### config.mk
export PLATFORM = sky130hd
export DESIGN_NAME = light_sequence_monitor_flat
export DESIGN_NICKNAME = d
export VERILOG_FILES = /design/src/rtl/traffic_pkg.sv /design/src/rtl/light_sequence_monitor_if.sv /design/src/rtl/light_sequence_monitor_sat_counter.sv /design/src/rtl/light_sequence_monitor.sv /design/src/flat_wrapper.sv
export SDC_FILE = /design/constraint.sdc
export NUM_CORES = 1
export LEC_CHECK = 0
export CAP_MARGIN = 20
export CORE_MARGIN = 4
export CORE_UTILIZATION = 54
export CTS_CLUSTER_SIZE = 8
export DETAILED_ROUTE_END_ITERATION = 8
export GPL_ROUTABILITY_DRIVEN = 0
export PLACE_DENSITY = 0.87
export SYNTH_ARGS = -nofsm -noshare
export SYNTH_HDL_FRONTEND = slang
export SYNTH_SLANG_ARGS = --single-unit
### constraint.sdc
create_clock -name clk -period 3 [get_ports clk]
set_clock_uncertainty 0.2 [all_clocks]
set_input_delay 0.6 -clock clk [delete_from_list [all_inputs] [get_ports clk]]
set_output_delay 0.6 -clock clk [all_outputs]
set_load 0.05 [all_outputs]
### src/rtl/traffic_pkg.sv
// Shared lamp-interface definitions for the intersection controller and its
// sequence monitor: phase/fault encodings and the default dwell times.
package traffic_pkg;

  localparam int RED_MIN_DEF    = 4;
  localparam int GREEN_MIN_DEF  = 4;
  localparam int YEL_CYCLES_DEF = 2;
  localparam int CNT_W_DEF      = 8;

  typedef enum logic [1:0] {
    PH_IDLE   = 2'd0,
    PH_RED    = 2'd1,
    PH_GREEN  = 2'd2,
    PH_YELLOW = 2'd3
  } phase_e;

  typedef enum logic [2:0] {
    ERR_NONE         = 3'd0,
    ERR_NOT_ONEHOT   = 3'd1,
    ERR_ILLEGAL      = 3'd2,
    ERR_SHORT        = 3'd3,
    ERR_YEL_OVERRUN  = 3'd4,
    ERR_NOT_RED_IDLE = 3'd5
  } err_code_e;

  typedef enum logic [2:0] {
    ST_IDLE   = 3'd0,
    ST_RED    = 3'd1,
    ST_GREEN  = 3'd2,
    ST_YELLOW = 3'd3,
    ST_FAULT  = 3'd4
  } mon_state_e;

  typedef struct packed {
    logic r;
    logic y;
    logic g;
  } lamps_t;

  localparam lamps_t LAMP_R = '{r: 1'b1, y: 1'b0, g: 1'b0};
  localparam lamps_t LAMP_Y = '{r: 1'b0, y: 1'b1, g: 1'b0};
  localparam lamps_t LAMP_G = '{r: 1'b0, y: 1'b0, g: 1'b1};

  function automatic logic is_one_hot(input lamps_t l);
    return (l.r ^ l.y ^ l.g) & ~(l.r & l.y & l.g);
  endfunction

endpackage

### src/rtl/light_sequence_monitor_if.sv
// Lamp bus observed by the monitor plus its status outputs.
interface light_sequence_monitor_if #(
  parameter int CNT_W = 8
);
  logic             start;
  logic             R;
  logic             Y;
  logic             G;
  logic             err_clr;
  logic [1:0]       phase;
  logic [CNT_W-1:0] dwell;
  logic             cycle_done;
  logic             err;
  logic [2:0]       err_code;

  modport master (
    output start, R, Y, G, err_clr,
    input  phase, dwell, cycle_done, err, err_code
  );

  modport slave (
    input  start, R, Y, G, err_clr,
    output phase, dwell, cycle_done, err, err_code
  );
endinterface

### src/rtl/light_sequence_monitor_sat_counter.sv
// Saturating dwell counter: clear to 0, load 1, increment, or hold.
module light_sequence_monitor_sat_counter #(
  parameter int W = 8
) (
  input  logic         clk,
  input  logic         reset_n,
  input  logic         clr,
  input  logic         load,
  input  logic         inc,
  output logic [W-1:0] q
);
  logic [W-1:0] cnt_q, cnt_d;

  always_comb begin
    cnt_d = cnt_q;
    if (clr)                        cnt_d = '0;
    else if (load)                  cnt_d = W'(1);
    else if (inc && (cnt_q != '1))  cnt_d = cnt_q + W'(1);
  end

  always_ff @(posedge clk or negedge reset_n) begin
    if (!reset_n) cnt_q <= '0;
    else          cnt_q <= cnt_d;
  end

  assign q = cnt_q;
endmodule

### src/rtl/light_sequence_monitor.sv
// Passive observer of the R/Y/G lamp outputs: tracks the phase, checks the
// RED->GREEN->YELLOW->RED order and dwell times, latches the first fault.
module light_sequence_monitor
  import traffic_pkg::*;
#(
  parameter int RED_MIN    = RED_MIN_DEF,
  parameter int GREEN_MIN  = GREEN_MIN_DEF,
  parameter int YEL_CYCLES = YEL_CYCLES_DEF,
  parameter int CNT_W      = CNT_W_DEF
) (
  input  logic                     clk,
  input  logic                     reset_n,
  light_sequence_monitor_if.slave  bus
);
  localparam logic [CNT_W-1:0] RED_MIN_C   = CNT_W'(RED_MIN);
  localparam logic [CNT_W-1:0] GREEN_MIN_C = CNT_W'(GREEN_MIN);
  localparam logic [CNT_W-1:0] YEL_C       = CNT_W'(YEL_CYCLES);

  logic       s_start_q, s_start_d;
  logic       s_start_prev_q, s_start_prev_d;
  lamps_t     s_lamp_q, s_lamp_d;
  logic       smp_vld_q, smp_vld_d;
  mon_state_e state_q, state_d;
  phase_e     phase_q, phase_d;
  logic       cycle_done_q, cycle_done_d;
  logic       err_q, err_d;
  err_code_e  err_code_q, err_code_d;

  logic             cnt_clr, cnt_load, cnt_inc;
  logic [CNT_W-1:0] dwell;
  logic             fault;
  err_code_e        fault_code;

  logic one_hot, r_only, y_only, g_only, start_rise;

  always_comb begin
    s_start_d      = bus.start;
    s_start_prev_d = s_start_q;
    s_lamp_d       = '{r: bus.R, y: bus.Y, g: bus.G};
    smp_vld_d      = 1'b1;
  end

  assign one_hot    = is_one_hot(s_lamp_q);
  assign r_only     = (s_lamp_q == LAMP_R);
  assign y_only     = (s_lamp_q == LAMP_Y);
  assign g_only     = (s_lamp_q == LAMP_G);
  assign start_rise = s_start_q & ~s_start_prev_q;

  always_comb begin
    state_d      = state_q;
    phase_d      = phase_q;
    cycle_done_d = 1'b0;
    err_d        = err_q;
    err_code_d   = err_code_q;
    cnt_clr      = 1'b0;
    cnt_load     = 1'b0;
    cnt_inc      = 1'b0;
    fault        = 1'b0;
    fault_code   = ERR_NONE;

    unique case (state_q)
      ST_IDLE: begin
        cnt_clr = 1'b1;
        // The sample registers hold reset zeros until the first edge after reset.
        if (smp_vld_q) begin
          if (!s_start_q && !r_only) begin
            fault      = 1'b1;
            fault_code = ERR_NOT_RED_IDLE;
          end else if (start_rise && r_only) begin
            state_d  = ST_RED;
            phase_d  = PH_RED;
            cnt_clr  = 1'b0;
            cnt_load = 1'b1;
          end
        end
      end

      ST_RED, ST_GREEN, ST_YELLOW: begin
        if (!one_hot) begin
          fault      = 1'b1;
          fault_code = ERR_NOT_ONEHOT;
        end else if (!s_start_q) begin
          if (r_only) begin
            state_d = ST_IDLE;
            phase_d = PH_IDLE;
            cnt_clr = 1'b1;
          end else begin
            fault      = 1'b1;
            fault_code = ERR_NOT_RED_IDLE;
          end
        end else if (state_q == ST_RED) begin
          if (r_only) cnt_inc = 1'b1;
          else if (g_only) begin
            if (dwell >= RED_MIN_C) begin
              state_d  = ST_GREEN;
              phase_d  = PH_GREEN;
              cnt_load = 1'b1;
            end else begin
              fault      = 1'b1;
              fault_code = ERR_SHORT;
            end
          end else begin
            fault      = 1'b1;
            fault_code = ERR_ILLEGAL;
          end
        end else if (state_q == ST_GREEN) begin
          if (g_only) cnt_inc = 1'b1;
          else if (y_only) begin
            if (dwell >= GREEN_MIN_C) begin
              state_d  = ST_YELLOW;
              phase_d  = PH_YELLOW;
              cnt_load = 1'b1;
            end else begin
              fault      = 1'b1;
              fault_code = ERR_SHORT;
            end
          end else begin
            fault      = 1'b1;
            fault_code = ERR_ILLEGAL;
          end
        end else begin
          if (y_only) begin
            if (dwell < YEL_C) cnt_inc = 1'b1;
            else begin
              fault      = 1'b1;
              fault_code = ERR_YEL_OVERRUN;
            end
          end else if (r_only) begin
            if (dwell == YEL_C) begin
              state_d      = ST_RED;
              phase_d      = PH_RED;
              cnt_load     = 1'b1;
              cycle_done_d = 1'b1;
            end else begin
              fault      = 1'b1;
              fault_code = ERR_SHORT;
            end
          end else begin
            fault      = 1'b1;
            fault_code = ERR_ILLEGAL;
          end
        end
      end

      ST_FAULT: begin
        if (bus.err_clr) begin
          state_d    = ST_IDLE;
          phase_d    = PH_IDLE;
          err_d      = 1'b0;
          err_code_d = ERR_NONE;
          cnt_clr    = 1'b1;
        end
      end

      default: begin
        state_d = ST_IDLE;
        phase_d = PH_IDLE;
        cnt_clr = 1'b1;
      end
    endcase

    // phase and dwell freeze at the values seen when the fault was detected.
    if (fault) begin
      state_d      = ST_FAULT;
      err_d        = 1'b1;
      err_code_d   = fault_code;
      cycle_done_d = 1'b0;
      cnt_clr      = 1'b0;
      cnt_load     = 1'b0;
      cnt_inc      = 1'b0;
    end
  end

  always_ff @(posedge clk or negedge reset_n) begin
    if (!reset_n) begin
      s_start_q      <= 1'b0;
      s_start_prev_q <= 1'b0;
      s_lamp_q       <= '0;
      smp_vld_q      <= 1'b0;
      state_q        <= ST_IDLE;
      phase_q        <= PH_IDLE;
      cycle_done_q   <= 1'b0;
      err_q          <= 1'b0;
      err_code_q     <= ERR_NONE;
    end else begin
      s_start_q      <= s_start_d;
      s_start_prev_q <= s_start_prev_d;
      s_lamp_q       <= s_lamp_d;
      smp_vld_q      <= smp_vld_d;
      state_q        <= state_d;
      phase_q        <= phase_d;
      cycle_done_q   <= cycle_done_d;
      err_q          <= err_d;
      err_code_q     <= err_code_d;
    end
  end

  light_sequence_monitor_sat_counter #(.W(CNT_W)) u_dwell (
    .clk     (clk),
    .reset_n (reset_n),
    .clr     (cnt_clr),
    .load    (cnt_load),
    .inc     (cnt_inc),
    .q       (dwell)
  );

  assign bus.phase      = phase_q;
  assign bus.dwell      = dwell;
  assign bus.cycle_done = cycle_done_q;
  assign bus.err        = err_q;
  assign bus.err_code   = err_code_q;
endmodule

### src/flat_wrapper.sv
// flat-port wrapper written by rule: the top's interface ports become plain ports
module light_sequence_monitor_flat import traffic_pkg::*;
#(
  parameter int RED_MIN    = RED_MIN_DEF,
  parameter int GREEN_MIN  = GREEN_MIN_DEF,
  parameter int YEL_CYCLES = YEL_CYCLES_DEF,
  parameter int CNT_W      = CNT_W_DEF
)
  (clk, reset_n, bus_start, bus_R, bus_Y, bus_G, bus_err_clr, bus_phase, bus_dwell, bus_cycle_done, bus_err, bus_err_code);
  light_sequence_monitor_if #(.CNT_W(CNT_W)) bus_i ();
  input  logic clk;
  input  logic reset_n;
  input wire logic [$bits(bus_i.start)-1:0] bus_start;
  input wire logic [$bits(bus_i.R)-1:0] bus_R;
  input wire logic [$bits(bus_i.Y)-1:0] bus_Y;
  input wire logic [$bits(bus_i.G)-1:0] bus_G;
  input wire logic [$bits(bus_i.err_clr)-1:0] bus_err_clr;
  output wire logic [$bits(bus_i.phase)-1:0] bus_phase;
  output wire logic [$bits(bus_i.dwell)-1:0] bus_dwell;
  output wire logic [$bits(bus_i.cycle_done)-1:0] bus_cycle_done;
  output wire logic [$bits(bus_i.err)-1:0] bus_err;
  output wire logic [$bits(bus_i.err_code)-1:0] bus_err_code;
  assign bus_i.start = bus_start;
  assign bus_i.R = bus_R;
  assign bus_i.Y = bus_Y;
  assign bus_i.G = bus_G;
  assign bus_i.err_clr = bus_err_clr;
  assign bus_phase = bus_i.phase;
  assign bus_dwell = bus_i.dwell;
  assign bus_cycle_done = bus_i.cycle_done;
  assign bus_err = bus_i.err;
  assign bus_err_code = bus_i.err_code;
  light_sequence_monitor #(.RED_MIN(RED_MIN), .GREEN_MIN(GREEN_MIN), .YEL_CYCLES(YEL_CYCLES), .CNT_W(CNT_W)) u_core (.clk(clk), .reset_n(reset_n), .bus(bus_i));
endmodule
## Word-level counts from Yosys, hierarchy flattened

Cells that the tools add are included.

- Magnitude comparators: 2
- Equal/unequal tests: 39
- Bitwise gates (word level): 8
- Add/subtract/negate cells: 1
- Reduce and logical (&&, ||, !) cells: 13
- Muxes and demuxes: 122

Operators by type and width:

| kind | number |
|---|---|
| $mux 3 | 33 |
| $mux 1 | 58 |
| $mux 2 | 22 |
| $ne 5x5->1 const B | 8 |
| $ne 6x6->1 const B | 5 |
| $reduce_and 15->1 | 2 |
| $mux 8 | 3 |
| $ne 3x1->1 const B | 4 |
| $ne 4x4->1 const B | 3 |
| $eq 3x2->1 const B | 3 |
| $pmux 3 s3 | 1 |
| $add 8x1->8 const B | 1 |
| $eq 8x2->1 const B | 1 |
| $ge 8x3->1 const B | 1 |
| $lt 8x2->1 const B | 1 |
| $ne 4x1->1 const B | 2 |
| $ne 8x8->1 const B | 1 |
| $eq 3x1->1 const B | 2 |
| $eq 3x3->1 const B | 2 |
| $ne 2x1->1 const B | 3 |
| $ne 3x2->1 const B | 2 |
| $pmux 2 s3 | 1 |
| $pmux 3 s2 | 1 |
| $ne 5x1->1 const B | 1 |
| 13 further kinds | 24 |

- Register bits after elaboration: 24
- Logic and storage cells: 197
- Input bits: 7

## Logic depth before layout (Yosys ltp)

- Depth in word-level cells: 14
- Gate-level depth with buffers: 7

## Modules after synthesis

A second synthesis with hierarchy kept.

- Cells, all modules: 178
- Area, all modules: 1604.0 µm²

Modules (own cells, without submodules):

| module | area each (µm²) | sequential area each (µm²) | cells an instance | times used |
|---|---|---|---|---|
| light_sequence_monitor | 1137.3 | 400.4 | 129 | 1 |
| light_sequence_monitor_sat_counter | 466.7 | 200.2 | 49 | 1 |

## Least setup slack after synthesis

No wires, ideal clock.

- Kind: register -> register
- From: reg u_core.u_dwell.cnt_q[7] (netlist: u_core.u_dwell.q[7])
- To: reg u_core.err_code_q[2] (netlist: u_core.bus.err_code[2])
- Stages on the path, launching flop included: 7
- Path slack: 513 ps
- Period minus slack after synthesis: 2487 ps
- Arrival time: 2167 ps
- Setup time: 120 ps
- Path through: dfrtp_1 > or4_4 > o31ai_2 > and4_4 > o311ai_4 > and2_4 > a31o_1

- Cells in the longest elaborated chain, start to end: 11
- Elaborated cells between the ends (all ways): 28
- Classes of those cells: order compare: 2; eq/ne: 1; mux: 22; reduce/logical: 3

Ends and longest elaborated chain:

| element | line | text |
|---|---|---|
| from (decl) | light_sequence_monitor_sat_counter.sv:12 | `logic [W-1:0] cnt_q, cnt_d;` |
| from (signal assigned) | light_sequence_monitor_sat_counter.sv:23 | `else cnt_q <= cnt_d;` |
| $ge 8x3->1 / $eq 8x2->1 (equally long branches) | light_sequence_monitor.sv:94, light_sequence_monitor.sv:109, light_sequence_monitor.sv:129 |  |
| $mux 1 (on tied branches) | light_sequence_monitor.sv:94, light_sequence_monitor.sv:109, light_sequence_monitor.sv:129 |  |
| $mux 1 (on tied branches) | light_sequence_monitor.sv:108, light_sequence_monitor.sv:128 |  |
| $mux 1 (on tied branches) | light_sequence_monitor.sv:107, light_sequence_monitor.sv:122 |  |
| $mux 1 | light_sequence_monitor.sv:106 | `end else if (state_q == ST_GREEN) begin` |
| $mux 1 | light_sequence_monitor.sv:91 | `end else if (state_q == ST_RED) begin` |
| $mux 1 | light_sequence_monitor.sv:82 | `end else if (!s_start_q) begin` |
| $mux 1 | light_sequence_monitor.sv:79 | `if (!one_hot) begin` |
| $pmux 1 s2 | light_sequence_monitor.sv:61 | `unique case (state_q)` |
| $reduce_bool 2->1 (no source line) | n/a |  |
| $reduce_and 2->1 (no source line) | n/a |  |
| to (signal assigned) | light_sequence_monitor.sv:194 | `err_code_q <= err_code_d;` |
| to (decl) | light_sequence_monitor.sv:27 | `err_code_e err_code_q, err_code_d;` |

Parallel ways exist; a longest one is shown, timed or not.
A chain may end at the register's enable or synchronous reset.

## Worst setup path in the final report

- From: reg u_core.s_lamp_q[1] (netlist name)
- To: reg u_core.u_dwell.cnt_q[0] (netlist: u_core.u_dwell.q[0])

- Cells in the longest elaborated chain, start to end: 11
- Elaborated cells between the ends (all ways): 61
- Classes of those cells: eq/ne: 3; mux: 47; bitwise: 6; reduce/logical: 5

Ends and longest elaborated chain:

| element | line | text |
|---|---|---|
| from (decl) | light_sequence_monitor.sv:21 | `lamps_t s_lamp_q, s_lamp_d;` |
| from (signal assigned) | light_sequence_monitor.sv:188 | `s_lamp_q <= s_lamp_d;` |
| $eq 3x3->1 / $eq 3x2->1 (equally long branches) | light_sequence_monitor.sv:44, light_sequence_monitor.sv:45 |  |
| $mux 1 (on tied branches) | light_sequence_monitor.sv:128, light_sequence_monitor.sv:108 |  |
| $mux 1 (on tied branches) | light_sequence_monitor.sv:122, light_sequence_monitor.sv:107 |  |
| $mux 1 | light_sequence_monitor.sv:106 |  |
| $mux 1 | light_sequence_monitor.sv:91 |  |
| $mux 1 | light_sequence_monitor.sv:82 |  |
| $mux 1 | light_sequence_monitor.sv:79 |  |
| $pmux 1 s2 | light_sequence_monitor.sv:61 |  |
| $mux 1 | light_sequence_monitor.sv:163 | `if (fault) begin` |
| $mux 8 / $logic_and 1x1->1 (equally long branches) | light_sequence_monitor_sat_counter.sv:17, light_sequence_monitor_sat_counter.sv:18 |  |
| $mux 8 / $reduce_bool 3->1 (equally long branches) | n/a |  |

Parallel ways exist; a longest one is shown, timed or not.

==> impl_metrics.csv <==
group,metric,value,unit
placed_design,dp.final_hpwl,2700,um
sta,worst_slew_pin_slew,0.567,ns
cts,postCtsHoldBufs,0,
final_layout,n_fill_cell,229,
sta,setup_viol,0,
final_layout,fin_nets,200,
route,drtPass1Iterations,4,
cts,cts_max_path_buffers,2,
logic_synthesis,async_flop_share,1.00,
final_layout,syn_to_final_growth,17.4,%
sta,relSlewSlack,0.620,
cts,cts_buffers,3,
logic_synthesis,synth_edf_count,0,
logic_synthesis,synth_seq_cells,24,
cts,root_buffer,"clkbuf_4",
logic_synthesis,synth_nets,175,
power_and_ir_drop,irDropWorstVdd,0.000659,V
floorplanning,start_util,0.570,
worst_setup_path,end_kind,"register",
route,via_count,1376,
worst_setup_path,critPathKind,"register to register",
placed_design,dp_slack,0.493,ns
grt,grt_first_pass_wirelength,6080,um
sta,clock.fmax,382,MHz
cts,cts_max_level,1,
cts,cts.sinks,24,
sta,drv_slew,0,
final_layout,final_cell_mix,"dfrtp_1 (24), clkdlybuf4s50_1 (21), nand2_1 (18)",
logic_synthesis,netlist_area,1570,sq um
worst_setup_path,worstPathArrival,2.62,ns
logic_synthesis,synth_seq_area_share,0.382,
logic_synthesis,synth_cell_types,55,
grt,grt_max_degree,25,
hold_path,hp-class,"register to register",
sta,finalHoldViolCount,0,
grt,grt_antenna_before_repair,0,
sta,rsz0062_at_grt,"false",
route,viasPerCell,6.25,
sta,finalSetupTns,0,ns
floorplanning,std_cell_rows,19,
worst_setup_path,cp-start-kind,"register",
route,wire_per_inst,16.3,um
floorplanning,die-height,61.9,um
route,routed_wl,3590,um
worst_setup_path,required,3.00,ns
cts,cts_tree,"done",
cts,cts_setup_buffers,0,
logic_synthesis,synthFlopType,"dfrtp_1",
logic_synthesis,synth_warnings,0,
final_layout,diodes,0,
sta,period_share,0.873,
status,status,"finished clean",
floorplanning,dieArea,3840,sq um
grt,grt.overflow.total,0,
route,ant_nets,0,
route,drt_iter0_markers,67,
final_layout,drive_above_1_share,0.164,
grt,grt_util_all_layers,0.215,
floorplanning,ios,22,
logic_synthesis,synthCells,165,
logic_synthesis,avgSynthCellArea,9.52,sq um
cts,cts_resized,0,
placed_design,portBuffers,21,
job,maxCapViolations,0,
sta,worst_slack,0.382,ns
power_and_ir_drop,power.leakage,0.756,nW
power_and_ir_drop,powerDensity,750,nW/um^2
floorplanning,core_area,2760,sq um
cts,path_clk_slew,0.13,ns
cts,clk-insertion-delay-late,0.33,ns
worst_setup_path,cp_max_fo,8,
route,route.detailed.drc,0,
floorplanning,die_x,61.9,um
sta,period_needed,2.62,ns
grt,grt_pass1_vias,1405,
final_layout,mostFrequentLayoutCell,"dfrtp_1",
==> per-stage QoR <==
| stage | std cells | util | instance area (sq um) | hold WS [ns] | total power (W) |
|---|---|---|---|---|---|
| CTS | 220 | 0.669 | 1840 | 0.307 | 0.00138 |
| finish | 220 | 0.669 | 1840 | 0.301 | 0.00138 |
| global placement | 216 | 0.656 | 1810 | 0.261 | 0.00118 |
| detailed placement | 216 | 0.656 | 1810 | 0.277 | 0.00121 |
| floorplan | 165 | - | 1570 | 0.104 | 0.00104 |
| global route | 220 | 0.669 | 1840 | 0.320 | 0.00147 |
==> report_power, final <==
part / internal, W / switching, W / total, W
logic: 0.000303 / 0.000438 / 0.000741
clock network: 0.0000744 / 0.000102 / 0.000176
registers: 0.000382 / 0.0000835 / 0.000465
==> flip-flops by register name, indices dropped and copies added (netlist names) <==
name,flops
u_core.smp_vld_q,1
u_core.s_start_prev_d,1
u_core.u_dwell.q,8
u_core.bus.err_code,3
u_core.s_lamp_q,3
u_core.s_start_prev_q,1
u_core.bus.cycle_done,1
u_core.state_q,3
u_core.bus.phase,2
u_core.bus.err,1
==> cells in the mapped netlist, drive strengths merged (2+ instances only) <==
| master | count | area [sq um] |
|---|---|---|
| ha | 3 | 37.5 |
| o211ai | 2 | 15.0 |
| a22oi | 2 | 15.0 |
| a211oi | 2 | 15.0 |
| and2 | 2 | 15.0 |
| nand4 | 2 | 12.5 |
| nand2b | 2 | 12.5 |
| nor3 | 7 | 40.0 |
| o31ai | 2 | 25.0 |
| o21ai | 8 | 40.0 |
| and3 | 4 | 26.3 |
| or3b | 2 | 22.5 |
| clkbuf | 4 | 35.0 |
| a31oi | 2 | 12.5 |
| dfrtp | 24 | 601 |
| a21oi | 3 | 15.0 |
| o311ai | 2 | 35.0 |
| a21o | 2 | 16.3 |
| mux2i | 4 | 40.0 |
| or2 | 3 | 18.8 |
| a221oi | 2 | 23.8 |
| nor2b | 3 | 18.8 |
| nor2 | 12 | 45.0 |
| xor2 | 6 | 52.6 |
| nand3 | 12 | 60.1 |
| a211o | 2 | 18.8 |
| nor3b | 6 | 65.1 |
| inv | 5 | 18.8 |
| nand2 | 18 | 67.6 |
==> path summary, 6_finish.rpt <==
path | startpoint | endpoint | slack [ns] | cells past startpoint
hold reg to reg | u_core.bus.err | u_core.bus.err | 0.30 | 2
max in group asynchronous | reset_n | u_core.u_dwell.q[5] | 1.96 | 2
setup / recovery | u_core.s_lamp_q[1] | u_core.u_dwell.q[0] | 0.38 | 7
setup reg to reg | u_core.s_lamp_q[1] | u_core.u_dwell.q[0] | 0.38 | 7
hold / removal | u_core.bus.err | u_core.bus.err | 0.30 | 2
min in group asynchronous | reset_n | u_core.s_start_prev_d | 0.41 | 2
==> critical path, stage by stage, from the launching register on <==
cell and delay [ns]:
dfrtp_1 0.47, ha_1 0.35, nor3b_2 0.30, o211ai_1 0.23, a221oi_2 0.50, nand2_1 0.17, xnor2_1 0.19, a22oi_1 0.08
==> cells by family (layout without fill, tap and decap cells) <==
group	Yosys count	count (layout)	synth area share
AND/OR/NAND/NOR	79	79	0.291
flip-flops	24	24	0.382
other	1	1	0.00239
AO/OA/AOI/OAI	38	38	0.201
multiplexers	4	4	0.0255
adder cells (fa/ha/maj)	3	3	0.0239
buffers and inverters	9	33	0.0342
XOR/XNOR	7	7	0.0390
==> per-layer routing <==
metal | up-vias | GRT usage | part of all wire
li1 | 655 | - | -
met1 | 667 | 0.255 | 0.42
met2 | 48 | 0.377 | 0.51
met3 | 6 | 0.0310 | 0.050
met4 | 0 | 0.106 | 0.015
met5 | - | 0 | 0
==> final cells by class <==
cell class              instances  area (sq um)  area share
multi-input cells             132           917       0.497
inverters                       5          18.8      0.0102
clock buffers                   4          36.3      0.0197
well taps                      31          38.8      0.0210
flip-flops and latches         24           601       0.326
repair buffers                 24           233       0.126
Note: power is estimated with default switching activity, not from simulation.
==> RTL change (config.mk and constraints unchanged) <==
Set the package constant `CNT_W_DEF` to 12 (it was 8).
--- a/src/rtl/traffic_pkg.sv
+++ b/src/rtl/traffic_pkg.sv
@@ -7,3 +7,3 @@
   localparam int YEL_CYCLES_DEF = 2;
-  localparam int CNT_W_DEF      = 8;
+  localparam int CNT_W_DEF      = 12;
 
Ports: changed (resized bus_dwell); port bits go from 22 to 26. The function was not compared with the original's and may differ.
==> RTL change against the original RTL <==
Via count increased by 22%; area after synthesis rose by 21%; count of clock-buffer cells in the layout did not move; power shrank 1.3%; sequential cell count increased by 4; worst hold slack better by 18 ps; global-route usage is 0.74 points lower; design area increased by 20%; worst setup slack lost 90 ps; routed wire length rose by 21%; clock power is 6% higher; sequential power rose by 12%; sequential share of layout area shrank 0.93 points; critical path depth is the same; largest cell class unchanged; highest routed layer unchanged.
==> RTL change: results (changes against the original RTL) <==
| Metric | Value |
|---|---|
| Slew margin rel. | `0.558 (-0.0616)` |
| Dpl hpwl | `3210 um (+19%)` |
| CP max FO | `11 (+3)` |
| Final layout net count | `241 (+21%)` |
| Fraction of area in multi-input gates | `0.506 (+0.00893)` |
| Synth top cells by count | `28 x dfrtp_1, 20 x nor2_1, 17 x nand2_1` |
| Inst Count DP | `272 (+26%)` |
| WL/cell | `15.7 um (-3.9%)` |
| IO Port Bufs | `25 (+19%)` |
| Layout cells sized above 1 | `0.113 (-0.0510)` |
| #MultiIn Comb | `163 (+23%)` |
| Min Tclk post-route | `2710 ps (+89.7 ps)` |
| Area occupied by multi-input gates | `1120 sq um (+22%)` |
| XOR/XNOR share of the synthesized area | `0.0415 (+0.00249)` |
| DP Area | `2180 sq um (+20%)` |
| Vias in the first global route | `1516 (+7.9%)` |
| Clock network power share | `0.137 (+0.009)` |
| Unique masters post-synth | `58 (+5.5%)` |
| Syn nets | `217 (+24%)` |
| Cells after synthesis | `207 (+25%)` |
| Status | `complete, no violations` |
| Pre-CTS setup slack | `335 ps (-158 ps)` |
| Hold WS | `318 ps (+17.5 ps)` |
| DR iter-0 viols | `110 (+64%)` |
| Synth Register Bits | `28 (+17%)` |
| All-Layer GR Usage | `0.208 (-0.00745)` |
| Non-clk invs | `7 (+2)` |
-- RTL change: changes by cell type in the layout (fill, tap and decap cells not counted), moves of 3 or more --
cell,delta
a31o_2,+5
clkdlybuf4s50_1,+4
dfrtp_1,+4
mux2i_1,-3
nand2b_1,+5
nor2_1,+8
nor2b_1,+3
nor3_1,-3
nor4_1,+3
nor4_2,+3
o21ai_0,+4
-- RTL change: worst max-delay path, cell delays in order, from the launching register on --
cell	delay (ps)
dfrtp_1	520
ha_1	380
nor2b_1	220
o211a_1	230
nor3b_2	470
and2_1	320
o21ai_0	140
a21oi_1	170
-- RTL change: routing by layer --
| metal | vias up | track usage | share of wire |
|---|---|---|---|
| li1 | 806 | - | - |
| met1 | 803 | 0.321 | 0.48 |
| met2 | 60 | 0.288 | 0.46 |
| met3 | 10 | 0.0216 | 0.046 |
| met4 | 0 | 0.0937 | 0.021 |
| met5 | - | 0 | 0 |
